File: config.mk
export PLATFORM = sky130hd
export DESIGN_NAME = fetch_queue
export DESIGN_NICKNAME = d
export VERILOG_FILES = /design/src/rtl/fetch_pkg.sv /design/src/rtl/fetch_queue_sync_fifo.sv /design/src/rtl/fetch_queue.sv
export SDC_FILE = /design/constraint.sdc
export NUM_CORES = 1
export LEC_CHECK = 0
export ABC_AREA = 0
export CAP_MARGIN = 5
export CELL_PAD_IN_SITES_DETAIL_PLACEMENT = 2
export CELL_PAD_IN_SITES_GLOBAL_PLACEMENT = 2
export CORE_MARGIN = 4
export CORE_UTILIZATION = 46
export DETAILED_ROUTE_END_ITERATION = 16
export HOLD_SLACK_MARGIN = 0.08
export PLACE_DENSITY_LB_ADDON = 0.1
export SLEW_MARGIN = 40
export SYNTH_ARGS = -nofsm -noshare
export SYNTH_HDL_FRONTEND = slang
export SYNTH_SLANG_ARGS = --single-unit
File: constraint.sdc
create_clock -name clk -period 5.7 [get_ports clk]
set_input_delay 0.855 -clock clk [delete_from_list [all_inputs] [get_ports clk]]
set_output_delay 0.855 -clock clk [all_outputs]
set_load 0.01 [all_outputs]
File: src/rtl/fetch_pkg.sv
// fetch_pkg: shared widths, FSM states and queue entry type for the fetch front end
package fetch_pkg;
  localparam int DEF_WORD = 64;
  localparam int DEF_INSTR_LEN = 32;
  typedef enum logic [1:0] {BOOT, RUN, HALTED} state_e;
  typedef struct packed {
    logic [DEF_WORD-1:0] pc;
    logic [DEF_INSTR_LEN-1:0] instr;
  } fetch_entry_t;
endpackage

File: src/rtl/fetch_queue_sync_fifo.sv
// sync_fifo: power-of-two circular buffer with push/pop/flush and occupancy count
module sync_fifo #(
  parameter int W = 8,
  parameter int D = 4,
  localparam int AW = $clog2(D),
  localparam int CW = $clog2(D + 1)
) (
  input  logic          clk,
  input  logic          reset,
  input  logic          push,
  input  logic [W-1:0]  din,
  input  logic          pop,
  input  logic          flush,
  output logic [W-1:0]  dout,
  output logic [CW-1:0] count
);
  logic [W-1:0] mem [D];
  logic [AW-1:0] wp, rp;
  assign dout = mem[rp];
  always_ff @(posedge clk or negedge reset)
    if (!reset) begin
      wp <= '0;
      rp <= '0;
      count <= '0;
      for (int i = 0; i < D; i++) mem[i] <= '0;
    end else if (flush) begin
      wp <= '0;
      rp <= '0;
      count <= '0;
    end else begin
      if (push) begin
        mem[wp] <= din;
        wp <= wp + 1'b1;
      end
      if (pop) rp <= rp + 1'b1;
      count <= count + CW'(push) - CW'(pop);
    end
endmodule

File: src/rtl/fetch_queue.sv
// fetch_queue: credit-limited sequential fetcher with PC-tagged instruction queue and redirect flush
module fetch_queue
  import fetch_pkg::*;
#(
  parameter int WORD = DEF_WORD,
  parameter int INSTR_LEN = DEF_INSTR_LEN,
  parameter int DEPTH = 4,
  parameter logic [WORD-1:0] RESET_PC = '0,
  parameter int PC_STEP = 4
) (
  input  logic                 clk,
  input  logic                 reset,
  input  logic                 redirect_valid,
  input  logic [WORD-1:0]      redirect_target,
  input  logic                 halt,
  output logic                 imem_req_valid,
  input  logic                 imem_req_ready,
  output logic [WORD-1:0]      imem_req_addr,
  input  logic                 imem_resp_valid,
  input  logic [INSTR_LEN-1:0] imem_resp_instr,
  output logic                 out_valid,
  input  logic                 out_ready,
  output logic [WORD-1:0]      out_pc,
  output logic [INSTR_LEN-1:0] out_instr
);
  localparam int CW = $clog2(DEPTH + 1);
  state_e state;
  logic [WORD-1:0] fetch_pc, pend_pc;
  logic [CW-1:0] outstanding, drop_cnt, q_count, pend_count;
  logic [WORD+INSTR_LEN-1:0] q_dout;
  logic redir, req_fire, resp_acc, drop, q_push, pend_pop;
  assign redir = redirect_valid && state != BOOT;
  assign imem_req_valid = state == RUN && !halt && !redirect_valid &&
                          ({1'b0, q_count} + {1'b0, outstanding} < (CW + 1)'(DEPTH));
  assign imem_req_addr = fetch_pc;
  assign req_fire = imem_req_valid && imem_req_ready;
  assign resp_acc = imem_resp_valid && outstanding != '0;
  assign drop = resp_acc && (drop_cnt != '0 || redir);
  assign q_push = resp_acc && !drop;
  assign pend_pop = q_push && pend_count != '0;
  assign out_valid = q_count != '0;
  assign {out_pc, out_instr} = q_dout;
  // on redirect every request still in flight is stale, including ones already marked for dropping
  always_ff @(posedge clk or negedge reset)
    if (!reset) begin
      state <= BOOT;
      fetch_pc <= RESET_PC;
      outstanding <= '0;
      drop_cnt <= '0;
    end else begin
      state <= (state == BOOT || !halt) ? RUN : HALTED;
      fetch_pc <= redir ? redirect_target : req_fire ? fetch_pc + WORD'(PC_STEP) : fetch_pc;
      outstanding <= outstanding + CW'(req_fire) - CW'(resp_acc);
      drop_cnt <= redir ? outstanding - CW'(resp_acc) : drop_cnt - CW'(drop_cnt != '0 && resp_acc);
    end
  sync_fifo #(.W(WORD), .D(DEPTH)) u_pend (
    .clk(clk), .reset(reset), .push(req_fire), .din(fetch_pc), .pop(pend_pop),
    .flush(redir), .dout(pend_pc), .count(pend_count)
  );
  sync_fifo #(.W(WORD + INSTR_LEN), .D(DEPTH)) u_queue (
    .clk(clk), .reset(reset), .push(q_push), .din({pend_pc, imem_resp_instr}),
    .pop(out_valid && out_ready), .flush(redir), .dout(q_dout), .count(q_count)
  );
endmodule

==> results.md <==
* Hold Crit Class: in -> async
* DR vias at approximately 20000
* Final nets at about 2600
* Area share of the largest cell type after synthesis at 0.558
* RSZ-0062 raised after global routing: false
* Async SR Flop Fraction at 1.00
* Type of the worst setup path: reg -> out
* Status: complete, no violations
* Longest Clk Path Bufs at 3
* Grt met2 use at 0.500
* Yosys reg bits at between 700 and 800
* Final hold viol count at 0
* Root Buffer: clkbuf_16
* Avg Cell Area, Syn at 14.8 sq um
* CP startpoint kind: flip-flop
* XOR/XNOR Fraction of Synth Area at 0.0129
* YS warnings at 0
* Clk_lat worst skew at around 0.63 ns
* Worst path slowest cell: dfrtp_4
* CP cell instances: buf_12, buf_12, mux4_2, clkdlybuf4s50_1
* Initial drt markers at 1123
* Total CTS buffers at 80
* Register area at 18200 sq um
* Core area at about 70000 sq um
* Finished Core Util at 0.556
* Layout Area Growth over Synthesis at 19.6%
* DR WL/cell at 30.3 um
* Die W at roughly 270 um
* GR peak layer: met2
* Io pins at ~270
* DRT Pass-1 Iters at 5
* Hold Buf Count CTS at 0
* Total gr overflow at 0
* Area occupied by multi-input gates at approximately 14000 sq um
* Total Wirelength at between 100000 and 150000 um
* Detail Placement HPWL at ~64000 um
* Crit path depth at 4
* First-pass GRT wire length at 158000 um
* Compound-gate portion of the synthesized area at 0.0222
* Most frequent CP cell: buf_12
* CP Buf/Inv Count at 3
* Mux cell area share after synthesis at 0.323
* Arr. time, crit path at 3.04 ns
* P_leak at about 0.018 uW
* Post-CTS sizing at 0
* Minimum clock period at between 3 and 4 ns
* Peak Freq at 257 MHz
* H-tree depth at 3
* Met3 Use GR at 0.0394
* Adder-cell share of the synthesized area at 0.00992
* CP required at approximately 4.9 ns
* Post-synth top cells: dfrtp_1, mux2_2, mux4_2, nand2_1, clkbuf_1
* Reg2Reg Depth at 12
* Max Cap Viol at 0
* Cell taking the most area after synthesis: dfrtp_1
* Final Max Tran Viols at 0
* FILL cells at 6216
* Top-count cell post-synth: dfrtp_1
* Distinct cell type count after synthesis at 56
* Largest family of logic cells by synthesized area: multiplexers
* Skew final at 0.0261 ns
* PwrDens at 414 nW/um^2
* Slew margin rel. at 0.433
* Cell Area, Synth at 32500 sq um
* Clock sinks at between 700 and 800
* CTS tree: yes
* Die Y at roughly 270 um
* CTS clock-pin slew for the worst setup and hold paths at roughly 0.060 ns
* Post-CTS Repair Setup Buffers at 0
* Worst slew pin tran at ~0.85 ns
* Post-synth EDFFs at 0
* Vias in the first global route at 24100
* Post-Syn Instances at 2201
* Worst path max stage delay at 0.68 ns
* Row count at 97
* CP max FO at 34
* Main area contributors after synthesis: dfrtp_1, mux2_2, mux4_2
* Post-Syn Nets at ~2300
* Met1 usage at 0.361
* Post-route ant nets at 0
* Starting Density at 0.465
* GR Util All Layers at 0.279
* Max VDD drop at about 240 uV
* Initial antenna violation count at 0
* Post-Synth Simple-Gate Area at 0.0506
* Final setup violation count at 0
* Register area share after synthesis at 0.558
* Diodes inserted at 0
* CP endpoint kind: output port
* Main synth FF type: dfrtp_1
* Delay-heaviest family, CP: buffers and inverters
* Crit share post-route at 0.684
* Largest net degree at the start of global routing at ~130
* Final TNS setup at 0 ns
* Routed vias/inst at approximately 6
* Die Footprint at approximately 75000 sq um
* Layout cells sized above 1 at 0.386
* DRC errors left at 0
* Routability cong. at ~0.75
* IO buf count at 264
## sequential cells by signal, indices dropped and copies added (netlist names)
register	cells
state	2
u_queue.count	3
imem_req_addr	64
u_pend.count	3
u_queue.mem	384
u_queue.rp	2
u_pend.mem	256
drop_cnt	3
outstanding	3
u_queue.wp	2
u_pend.rp	2
u_pend.wp	2
## cell type report
class | count | share of cell area
clock buffers | 116 | 0.0591
flip-flops and latches | 726 | 0.467
well taps | 940 | 0.0302
clock inverters | 21 | 0.00562
multi-input cells | 1292 | 0.353
repair buffers | 306 | 0.0828
inverters | 26 | 0.00251
## stage by stage
| stage | total power (uW) | std cells | setup slack, ns | hold slack [ns] | instance area, sq um |
|---|---|---|---|---|---|
| detailed placement | 11000 | 3287 | 1.43 | 0.471 | 36300 |
| CTS | 16300 | 3424 | 1.73 | 0.316 | 38800 |
| floorplan | 8910 | 2201 | 2.43 | 0.445 | 32500 |
| finish | 16100 | 3427 | 1.80 | 0.158 | 38900 |
| global route | 16900 | 3427 | 1.68 | 0.154 | 38900 |
| global placement | 10700 | 3280 | 1.51 | 0.456 | 36200 |
## metal layers
layer  share of wire  vias up
li1                -     8556
met1            0.42    11300
met2            0.53      458
met3           0.037      142
met4           0.022        0
met5               0        -
## placed cells by master (no fill, tap or decap), types with 4 or more instances in the layout
cell type / Yosys / final
a21oi_1: 22 / 22
a221o_1: 4 / 4
and2_1: 7 / 7
and3_1: 16 / 16
and4_1: 5 / 5
buf_12: 0 / 14
buf_16: 0 / 4
buf_4: 0 / 23
bufinv_16: 0 / 4
clkbuf_1: 77 / 23
clkbuf_16: 0 / 83
clkbuf_8: 0 / 10
clkdlybuf4s50_1: 0 / 263
clkinv_2: 0 / 13
dfrtp_1: 726 / 722
dfrtp_4: 0 / 4
ha_1: 21 / 21
inv_1: 25 / 25
mux2_2: 609 / 609
mux2i_1: 5 / 5
mux4_2: 160 / 160
nand2_1: 122 / 113
nand2_4: 0 / 6
nand3_1: 38 / 38
nand3_2: 4 / 4
nand4_1: 19 / 19
nor2_1: 43 / 42
nor3_1: 24 / 23
nor4_1: 9 / 9
o211ai_1: 11 / 11
o21ai_0: 66 / 66
or3_1: 4 / 4
or4_1: 14 / 14
xnor2_1: 33 / 33
xor2_1: 15 / 15
## worst paths after layout
path / startpoint / slack, ns / endpoint
max: u_queue.rp[0] / 1.80 / out_pc[12]
min: reset / 0.16 / u_queue.mem[316]
max reg2reg: outstanding[1] / 2.22 / u_pend.count[2]
min reg2reg: u_pend.mem[11] / 0.49 / u_pend.mem[11]
max in group asynchronous: reset / 4.05 / u_pend.mem[163]
min in group clk: u_pend.mem[11] / 0.49 / u_pend.mem[11]
## logic make-up after synthesis
group | Yosys count
and+or+nand+nor | 322
DFF | 726
adders and majority gates | 24
muxes | 774
xor gates and xnor gates | 48
AOI/OAI and AO/OA | 124
buffers and inverters | 183
## power by group
part / switching [uW] / internal (uW) / leakage, uW
Sequential: 764 / 5990 / 0.00982
Clock: 2120 / 2970 / 0.00124
Combinational: 1940 / 2320 / 0.00690
Total: 4830 / 11300 / 0.0180
Note: power is estimated with default switching activity, not from simulation.
